### config.mk
export PLATFORM = sky130hd
export DESIGN_NAME = rr_arb4_sched_flat
export DESIGN_NICKNAME = d
export VERILOG_FILES = /design/src/rtl/rr_arb4_sched_pkg.sv /design/src/rtl/rr_arb4_sched_if.sv /design/src/rtl/rr_arb4_sched_pick4.sv /design/src/rtl/rr_arb4_sched.sv /design/src/flat_wrapper.sv
export SDC_FILE = /design/constraint.sdc
export NUM_CORES = 1
export LEC_CHECK = 0
export BUFFER_PORTS_ARGS = -buffer_cell sky130_fd_sc_hd__buf_2
export CAP_MARGIN = 0
export CELL_PAD_IN_SITES_DETAIL_PLACEMENT = 1
export CELL_PAD_IN_SITES_GLOBAL_PLACEMENT = 1
export CORE_ASPECT_RATIO = 0.6
export CORE_MARGIN = 2
export CORE_UTILIZATION = 35
export DETAILED_ROUTE_END_ITERATION = 8
export HOLD_SLACK_MARGIN = 0.06
export PLACE_DENSITY_LB_ADDON = 0.1
export SYNTH_ARGS = -nofsm -noshare
export SYNTH_HDL_FRONTEND = slang
export SYNTH_HIERARCHICAL = 1
export SYNTH_SLANG_ARGS = --single-unit
### constraint.sdc
create_clock -name clk -period 3.5 [get_ports clk]
set_input_delay 0.35 -clock clk [delete_from_list [all_inputs] [get_ports clk]]
set_output_delay 0.35 -clock clk [all_outputs]
set_load 0.005 [all_outputs]
### src/rtl/rr_arb4_sched_pkg.sv
// rr_arb4_sched_pkg: shared FSM encoding, requester count and grant decoding for the 4-way scheduler
package rr_arb4_sched_pkg;
    localparam int NREQ = 4;

    typedef enum logic {ST_IDLE = 1'b0, ST_OWN = 1'b1} state_t;

    function automatic logic [1:0] onehot2idx(input logic [NREQ-1:0] oh);
        return {oh[3] | oh[2], oh[3] | oh[1]};
    endfunction
endpackage

### src/rtl/rr_arb4_sched_if.sv
// rr_arb4_sched_if: request/grant bundle between the requesters and the scheduler
interface rr_arb4_sched_if;
    import rr_arb4_sched_pkg::*;
    logic [NREQ-1:0] req;
    logic [NREQ-1:0] gnt;
    logic [1:0] gnt_id;
    logic gnt_vld;
    logic tout;
    modport master (output req, input gnt, gnt_id, gnt_vld, tout);
    modport slave (input req, output gnt, gnt_id, gnt_vld, tout);
endinterface

### src/rtl/rr_arb4_sched_pick4.sv
// rr_pick4: combinational round-robin pick, first masked request at or after ptr (mod 4)
module rr_pick4 (
    input  logic [3:0] req,
    input  logic [1:0] ptr,
    input  logic [3:0] mask,
    output logic [3:0] pick,
    output logic       any
);
    logic [3:0] m, rot, first;

    always_comb begin
        m = req & mask;
        rot = '0;
        pick = '0;
        for (int i = 0; i < 4; i++) rot[i] = m[ptr + 2'(i)];
        first = rot & (~rot + 4'd1);
        for (int i = 0; i < 4; i++) pick[ptr + 2'(i)] = first[i];
        any = |m;
    end
endmodule

### src/rtl/rr_arb4_sched.sv
// rr_arb4_sched: round-robin owner scheduler with registered one-hot grant
// Define ARB_TIMEOUT_EN to revoke a grant after MAX_HOLD cycles and pulse tout.
module rr_arb4_sched
    import rr_arb4_sched_pkg::*;
#(
    parameter int MAX_HOLD = 16,
    parameter int CNT_W    = 5
) (
    input logic            clk,
    input logic            reset,
    rr_arb4_sched_if.slave bus
);
    state_t state, state_nx;
    logic [1:0] ptr, ptr_nx, owner;
    logic [NREQ-1:0] gnt, gnt_nx, pick;
    logic any, keep, leave, expire;

    if (MAX_HOLD < 2 || (2 ** CNT_W) <= MAX_HOLD) begin : g_bad_cfg
        $error("rr_arb4_sched: need MAX_HOLD >= 2 and 2**CNT_W > MAX_HOLD");
    end

    // Searching from ptr_nx lets a release hand over at the same edge it frees the resource.
    rr_pick4 u_pick (.req(bus.req), .ptr(ptr_nx), .mask(4'b1111), .pick(pick), .any(any));

    assign owner = onehot2idx(gnt);

`ifdef ARB_TIMEOUT_EN
    logic [CNT_W-1:0] hold_cnt;
    logic tout;

    assign expire = state == ST_OWN && (bus.req & gnt) != '0 && hold_cnt == CNT_W'(MAX_HOLD - 1);

    always_ff @(posedge clk) begin
        if (reset) begin
            hold_cnt <= '0;
            tout <= 1'b0;
        end else begin
            hold_cnt <= !keep ? '0 : hold_cnt == CNT_W'(MAX_HOLD) ? hold_cnt : hold_cnt + 1'b1;
            tout <= expire;
        end
    end

    assign bus.tout = tout;
`else
    assign expire = 1'b0;
    assign bus.tout = 1'b0;
`endif

    always_comb begin
        keep = state == ST_OWN && (bus.req & gnt) != '0 && !expire;
        leave = state == ST_OWN && !keep;
        ptr_nx = leave ? owner + 2'd1 : ptr;
        gnt_nx = keep ? gnt : pick;
        state_nx = (keep || any) ? ST_OWN : ST_IDLE;
    end

    always_ff @(posedge clk) begin
        if (reset) begin
            state <= ST_IDLE;
            ptr <= '0;
            gnt <= '0;
        end else begin
            state <= state_nx;
            ptr <= ptr_nx;
            gnt <= gnt_nx;
        end
    end

    assign bus.gnt = gnt;
    assign bus.gnt_id = owner;
    assign bus.gnt_vld = |gnt;
endmodule

### src/flat_wrapper.sv
// flat-port wrapper written by rule: the top's interface ports become plain ports
module rr_arb4_sched_flat import rr_arb4_sched_pkg::*;
#(
    parameter int MAX_HOLD = 16,
    parameter int CNT_W    = 5
)
  (clk, reset, bus_req, bus_gnt, bus_gnt_id, bus_gnt_vld, bus_tout);
  rr_arb4_sched_if bus_i ();
  input logic clk;
  input logic reset;
  input wire logic [$bits(bus_i.req)-1:0] bus_req;
  output wire logic [$bits(bus_i.gnt)-1:0] bus_gnt;
  output wire logic [$bits(bus_i.gnt_id)-1:0] bus_gnt_id;
  output wire logic [$bits(bus_i.gnt_vld)-1:0] bus_gnt_vld;
  output wire logic [$bits(bus_i.tout)-1:0] bus_tout;
  assign bus_i.req = bus_req;
  assign bus_gnt = bus_i.gnt;
  assign bus_gnt_id = bus_i.gnt_id;
  assign bus_gnt_vld = bus_i.gnt_vld;
  assign bus_tout = bus_i.tout;
  rr_arb4_sched #(.MAX_HOLD(MAX_HOLD), .CNT_W(CNT_W)) u_core (.clk(clk), .reset(reset), .bus(bus_i));
endmodule
**Word level (Yosys, flattened, before mapping)**

Index checks and enable logic that the tools add are counted.

- Multiplexer cells: 21
- Add/sub/neg operators: 5
- Reduce and logical (&&, ||, !) cells: 11
- $lt $le $gt $ge: 8
- Bitwise gates (word level): 6

Operators with widths:

| operator | number |
|---|---|
| 4-bit AND | 3 |
| 4-bit bitwise mux | 3 |
| 2-bit by 3-bit less-than comparator with 1-bit output, second input constant | 4 |
| 1-bit 2-to-1 mux | 9 |
| 1-bit binary-select mux with 2-bit select | 4 |
| 1-bit demux with 2-bit select | 4 |
| 2-bit by 1-bit >= comparator with 1-bit output, second input constant | 4 |
| 4-bit OR reduction | 2 |
| 1-bit logical AND | 6 |
| 2-bit by 1-bit adder with 2-bit output, second input constant | 2 |
| 2-bit adder, second input constant | 2 |
| 4-bit by 1-bit adder with 4-bit output, second input constant | 1 |
| 4-bit inverter | 1 |
| 4-bit nonzero test | 1 |
| 2-bit 2-to-1 mux | 1 |
| 1-bit bitwise OR | 2 |
| 1-bit logical NOT | 1 |
| 1-bit logical OR | 1 |

- Register bits after elaboration: 7
- Output and inout port bits: 8
- Bits of input ports: 6
- Logic and storage cells: 54

**Logic depth before layout (Yosys ltp)**

- Depth after elaboration: 16
- Depth in mapped cells: 12
- Mapped depth without buffers: 12

**By module**

Netlist, hierarchy kept.

Modules (own cells, without submodules):

| module | cells each | area each (um^2) | seq. area each (um^2) | times used |
|---|---|---|---|---|
| rr_pick4 | 52 | 419.2 | 0.0 | 1 |
| rr_arb4_sched | 42 | 406.6 | 140.1 | 1 |

**Worst setup path after synthesis**

No wires, ideal clock.

- Path kind: input port to flip-flop
- Start: in bus_req[2]
- End: reg u_core.gnt[1] (netlist: u_core/bus.gnt[1])
- Path slack: 567 ps
- Setup time: 72 ps
- Buffers on the path: 0
- Arrival: 2861 ps
- Stages on the path: 11
- Path through: a22oi_2 -> nand3_2 -> mux2i_1 -> inv_2 -> ha_1 -> or3b_2 -> a21oi_1 -> nor2_1 -> a211oi_1 -> nand2b_1 -> mux2i_1

- Word-level cells in the longest chain between the ends: 15
- Elaborated cells between the ends (all ways): 44
- Classes of those cells: 4 x add/sub; 8 x order compare; 20 x mux; 4 x bitwise; 8 x reduce/logical

Ends and longest elaborated chain:

| element | line | RTL |
|---|---|---|
| from (decl) | flat_wrapper.sv:11 | `input wire logic [$bits(bus_i.req)-1:0] bus_req;` |
| 4-bit AND * | rr_arb4_sched.sv:50 | `keep = state == ST_OWN && (bus.req & gnt) != '0 && !expire;` |
| 4-bit nonzero test * | rr_arb4_sched.sv:50 |  |
| 1-bit logical AND * | rr_arb4_sched.sv:50 |  |
| 1-bit logical NOT * | rr_arb4_sched.sv:51 | `leave = state == ST_OWN && !keep;` |
| 1-bit logical AND * | rr_arb4_sched.sv:51 |  |
| 2-bit 2-to-1 mux * | rr_arb4_sched.sv:52 | `ptr_nx = leave ? owner + 2'd1 : ptr;` |
| net u_core.ptr_nx[0] | rr_arb4_sched.sv:14 | `logic [1:0] ptr, ptr_nx, owner;` |
| 2-bit by 1-bit adder with 2-bit output or 1-bit binary-select mux with 2-bit select (tied branches) | rr_arb4_sched_pick4.sv:15, rr_arb4_sched_pick4.sv:17 |  |
| 1-bit binary-select mux with 2-bit select or 1-bit 2-to-1 mux (tied branches) | rr_arb4_sched_pick4.sv:15 | `for (int i = 0; i < 4; i++) rot[i] = m[ptr + 2'(i)];` |
| 1-bit 2-to-1 mux (not written as such) or 4-bit inverter (tied branches) | rr_arb4_sched_pick4.sv:15, rr_arb4_sched_pick4.sv:16 |  |
| 4-bit inverter or 4-bit by 1-bit adder with 4-bit output (tied branches) | rr_arb4_sched_pick4.sv:16 | `first = rot & (~rot + 4'd1);` |
| 4-bit by 1-bit adder with 4-bit output or 4-bit AND (tied branches) | rr_arb4_sched_pick4.sv:16 |  |
| 4-bit AND (on tied branches) | n/a |  |
| 4-bit bitwise mux (2 in a row) | rr_arb4_sched_pick4.sv:17 | `for (int i = 0; i < 4; i++) pick[ptr + 2'(i)] = first[i];` |
| 4-bit bitwise mux * | rr_arb4_sched_pick4.sv:17 |  |
| net u_core.pick[1] | rr_arb4_sched.sv:15 | `logic [NREQ-1:0] gnt, gnt_nx, pick;` |
| to (signal assigned) | rr_arb4_sched.sv:65 | `gnt <= gnt_nx;` |
| to (decl) | rr_arb4_sched.sv:15 |  |

Mark *: on every way through the listed nets, which the timed path passes. The rest lies on a longest branch. The select of a mux whose other input is x is not followed.
A chain may end at the register's enable or synchronous reset.

**Worst setup path in the final report**

- Start: reg u_core.gnt[2] (netlist: u_core/bus.gnt[2])
- End: reg u_core.gnt[1] (netlist: u_core/bus.gnt[1])

- Word-level cells in the longest chain between the ends: 15
- Elaborated cells between the ends (all ways): 46
- Classes of those cells: 5 x add/sub; 8 x order compare; 20 x mux; 5 x bitwise; 8 x reduce/logical

Ends and longest elaborated chain:

| element | line |
|---|---|
| 4-bit AND | rr_arb4_sched.sv:50 |
| 4-bit nonzero test | rr_arb4_sched.sv:50 |
| 1-bit logical AND | rr_arb4_sched.sv:50 |
| 1-bit logical NOT | rr_arb4_sched.sv:51 |
| 1-bit logical AND | rr_arb4_sched.sv:51 |
| 2-bit 2-to-1 mux * | rr_arb4_sched.sv:52 |
| net u_core.ptr_nx[1] | rr_arb4_sched.sv:14 |
| 2-bit by 1-bit adder with 2-bit output or 1-bit binary-select mux with 2-bit select (tied branches) | rr_arb4_sched_pick4.sv:15, rr_arb4_sched_pick4.sv:17 |
| 1-bit binary-select mux with 2-bit select or 1-bit 2-to-1 mux (tied branches) | rr_arb4_sched_pick4.sv:15 |
| 1-bit 2-to-1 mux (not written as such) or 4-bit inverter (tied branches) | rr_arb4_sched_pick4.sv:15, rr_arb4_sched_pick4.sv:16 |
| 4-bit inverter or 4-bit by 1-bit adder with 4-bit output (tied branches) | rr_arb4_sched_pick4.sv:16 |
| 4-bit by 1-bit adder with 4-bit output or 4-bit AND (tied branches) | rr_arb4_sched_pick4.sv:16 |
| 4-bit AND (on tied branches) | n/a |
| 4-bit bitwise mux (2 in a row) | rr_arb4_sched_pick4.sv:17 |
| 4-bit bitwise mux * | rr_arb4_sched_pick4.sv:17 |
| net u_core.pick[1] | rr_arb4_sched.sv:15 |

Marks and branches as above.

==> impl_metrics.xml <==
<?xml version="1.0" encoding="UTF-8"?>
<metrics>
  <group name="clock_network">
    <metric name="cts_setup_buffers" unit="">0</metric>
    <metric name="max-clock-path-buffers" unit="">2</metric>
    <metric name="cts_resized" unit="">0</metric>
    <metric name="ctsHoldBuffers" unit="">0</metric>
    <metric name="cts-buffers-inserted" unit="">3</metric>
    <metric name="worst_skew_pair.late_latency" unit="ps">230</metric>
    <metric name="clock_tree.htree_level_count" unit="">1</metric>
    <metric name="cts_num_sinks" unit="">7</metric>
    <metric name="clkSlewWorstSetupHoldPaths" unit="ps">40</metric>
    <metric name="cts_tree" unit="">built</metric>
    <metric name="clock-root-buffer" unit="">clkbuf_8</metric>
  </group>
  <group name="setup_path">
    <metric name="crit_path_end_kind" unit="">flop</metric>
    <metric name="critical_path.max_fanout" unit="">6</metric>
    <metric name="crit_arrival" unit="ps">3290</metric>
    <metric name="startpoint" unit="">u_core/bus.gnt[2]$_SDFFE_PP0N_</metric>
    <metric name="worst_flop_to_flop_path_startpoint" unit="">u_core/bus.gnt[2]$_SDFFE_PP0N_</metric>
    <metric name="path_class" unit="">flop to flop</metric>
    <metric name="worst_ep_required_time" unit="ps">3660</metric>
    <metric name="cp-start-kind" unit="">flop</metric>
  </group>
  <group name="die">
    <metric name="design.die.area" unit="µm²">2780</metric>
    <metric name="placementRows" unit="">13</metric>
    <metric name="die_width" unit="µm">66.7</metric>
    <metric name="design.core.area" unit="µm²">2200</metric>
    <metric name="boundaryPins" unit="">14</metric>
    <metric name="die_height" unit="µm">41.6</metric>
    <metric name="initial_core_util" unit="%">37.6</metric>
  </group>
  <group name="detailed_routing">
    <metric name="postRouteAntennaNets" unit="">0</metric>
    <metric name="firstDrtPassIters" unit="">4</metric>
    <metric name="post_drt_via_cell_ratio" unit="">5.24</metric>
    <metric name="wirelength" unit="µm">2330</metric>
    <metric name="post_drt_wl_per_cell" unit="µm">15.5</metric>
    <metric name="detailroute.via_count" unit="">786</metric>
    <metric name="first_iter_violations" unit="">47</metric>
    <metric name="drcViolationCount" unit="">0</metric>
  </group>
  <group name="timing">
    <metric name="setup_viol_count_final" unit="">0</metric>
    <metric name="fmaxAchievable" unit="GHz">0.319</metric>
    <metric name="timing.final.crit_period" unit="ps">3130</metric>
    <metric name="hold_violations" unit="">0</metric>
    <metric name="final_min_period_over_clock_period" unit="%">89.5</metric>
    <metric name="rsz0062_at_grt" unit="">no</metric>
    <metric name="skew" unit="ps">2.50</metric>
    <metric name="report.final.slew_viol_count" unit="">0</metric>
    <metric name="sum_of_negative_setup_slack" unit="ps">0</metric>
  </group>
  <group name="synth">
    <metric name="post_synth_cell_types" unit="">37</metric>
    <metric name="netlist_instances" unit="">94</metric>
    <metric name="postSynthRegisterBits" unit="">7</metric>
    <metric name="synth_largest_type_area_fraction" unit="%">17.0</metric>
    <metric name="ys_seq_area_share" unit="%">17.0</metric>
    <metric name="synth_area_leaders" unit="">dfxtp_1 (17%), ha_1 (11%), mux4_1 (6.4%)</metric>
    <metric name="edff_count_synth" unit="">0</metric>
    <metric name="synth_top_area_cell" unit="">dfxtp_1</metric>
    <metric name="avgSynthCellArea" unit="µm²">8.79</metric>
    <metric name="synthArstFlopShare" unit="%">0</metric>
    <metric name="netlist_area" unit="µm²">826</metric>
    <metric name="synth.top_cells.by_count" unit="">a21oi_1 (7), dfxtp_1 (7), ha_1 (7), nand2b_1 (7), nor2_1 (7)</metric>
    <metric name="ys.flop_type" unit="">dfxtp_1</metric>
    <metric name="yosysWarningCount" unit="">6</metric>
  </group>
  <group name="place">
    <metric name="port_buffers" unit="">12</metric>
    <metric name="detailed_place_hpwl" unit="µm">1800</metric>
    <metric name="routabilityCongestion" unit="">0.753</metric>
  </group>
  <group name="global_route">
    <metric name="grt.overflow.total" unit="">0</metric>
    <metric name="grt_usage" unit="%">20.4</metric>
    <metric name="grt_use_met1" unit="%">27.7</metric>
    <metric name="global_route.peak_usage_layer" unit="">met2</metric>
    <metric name="grt_antenna_before_repair" unit="">0</metric>
    <metric name="gr-usage-met3" unit="%">5.69</metric>
    <metric name="first_global_vias" unit="">839</metric>
    <metric name="globalRouteMet2Util" unit="%">31.2</metric>
    <metric name="grt_max_degree" unit="">14</metric>
    <metric name="grt_pass1_wl" unit="µm">4170</metric>
  </group>
  <group name="worst_hold_path">
    <metric name="holdCritPathClass" unit="">input pin to flop</metric>
    <metric name="hold_start" unit="">reset</metric>
  </group>
  <group name="final_layout">
    <metric name="final_layout_size_suffix_gt1_share" unit="%">23.3</metric>
    <metric name="area_growth_syn_to_layout" unit="%">22.3</metric>
    <metric name="fin_nets" unit="">134</metric>
    <metric name="antennaDiodeCount" unit="">0</metric>
    <metric name="seq_area" unit="µm²">140</metric>
    <metric name="multiInputGateArea" unit="µm²">701</metric>
    <metric name="final.fill_count" unit="">282</metric>
  </group>
  <group name="run_status">
    <metric name="outcome" unit="">complete, no violations</metric>
  </group>
  <group name="power_and_ir_drop">
    <metric name="total_power" unit="µW">688</metric>
    <metric name="ir_worst_vdd" unit="mV">0.190</metric>
    <metric name="power.density_cell_area" unit="nW/µm²">681</metric>
    <metric name="power.static_leakage" unit="nW">0.431</metric>
  </group>
  <group name="flow_run">
    <metric name="cap_viol_max_count" unit="">0</metric>
  </group>
</metrics>
power breakdown:
group | internal (mW) | total (mW) | switching, mW
Clock | 0.0791 | 0.117 | 0.0380
Combinational | 0.203 | 0.446 | 0.243
Sequential | 0.102 | 0.125 | 0.0226
Total | 0.384 | 0.688 | 0.304
area by class of cell:
class                   instances  share of cell area (%)
repair buffers                 14                    7.43
inverters                       3                    1.12
multi-input cells              92                    69.4
well taps                      30                    3.72
clock buffers                   4                    4.46
flip-flops and latches          7                    13.9
per-layer routing:
metal  up-vias  share of wire (%)
met5         -                  0
met4         0                1.5
met3         4                3.9
met2        18                 46
met1       376                 49
li1        388                  -
cell usage in the layout, fill, tap and decap left out, types with 3 or more instances in the layout:
master | netlist | final
or2b_1 | 3 | 3
mux2_1 | 3 | 3
dfxtp_1 | 7 | 7
conb_1 | 2 | 12
buf_2 | 0 | 12
a21oi_1 | 7 | 7
nand2_1 | 4 | 4
clkbuf_8 | 0 | 3
nor2_1 | 7 | 7
o21ai_0 | 3 | 3
a211oi_1 | 4 | 4
nand2b_1 | 7 | 7
mux2i_1 | 5 | 5
ha_1 | 7 | 7
sequential cells by signal, indices dropped and copies added (netlist names):
name            count
u_core/bus.gnt      4
u_core/ptr          2
u_core/state        1
kinds of logic after synthesis:
kind of cell    count (synthesis)  share of synthesized area, %
other cells                     2                         0.909
fa+ha+maj                       7                          10.6
xor+xnor                        1                          1.06
compound gates                 25                          22.3
buf+inv                         5                          2.73
flops                           7                          17.0
mux                            11                          19.2
simple gates                   36                          26.2
worst paths after layout:
path         cells past startpoint  slack, ps                             end
min                              3        530  u_core/bus.gnt[2]$_SDFFE_PP0N_
max reg2reg                     11        370  u_core/bus.gnt[1]$_SDFFE_PP0N_
min reg2reg                      2        540  u_core/bus.gnt[0]$_SDFFE_PP0N_
max                             11        370  u_core/bus.gnt[1]$_SDFFE_PP0N_
worst max-delay path: stages, from the launching register on:
cell and delay [ps]:
dfxtp_1 360, a22oi_2 250, nand3_2 190, mux2_1 450, inv_1 170, ha_1 300
or3b_2 490, a21oi_1 290, nor2_1 110, a211oi_1 260, nand2b_1 80, mux2i_1 130
per-stage QoR:
stage	util (%)	hold slack, ps	instance area (µm²)	std cells	setup WS (ps)
after floorplan	-	498	863	104	567
after CTS	46.0	535	1010	150	366
after global routing	46.0	566	1010	150	166
after global placement	43.9	533	965	146	362
after detailed placement	43.9	542	965	146	248
final	46.0	535	1010	150	368
(Power assumes the default switching activity.)
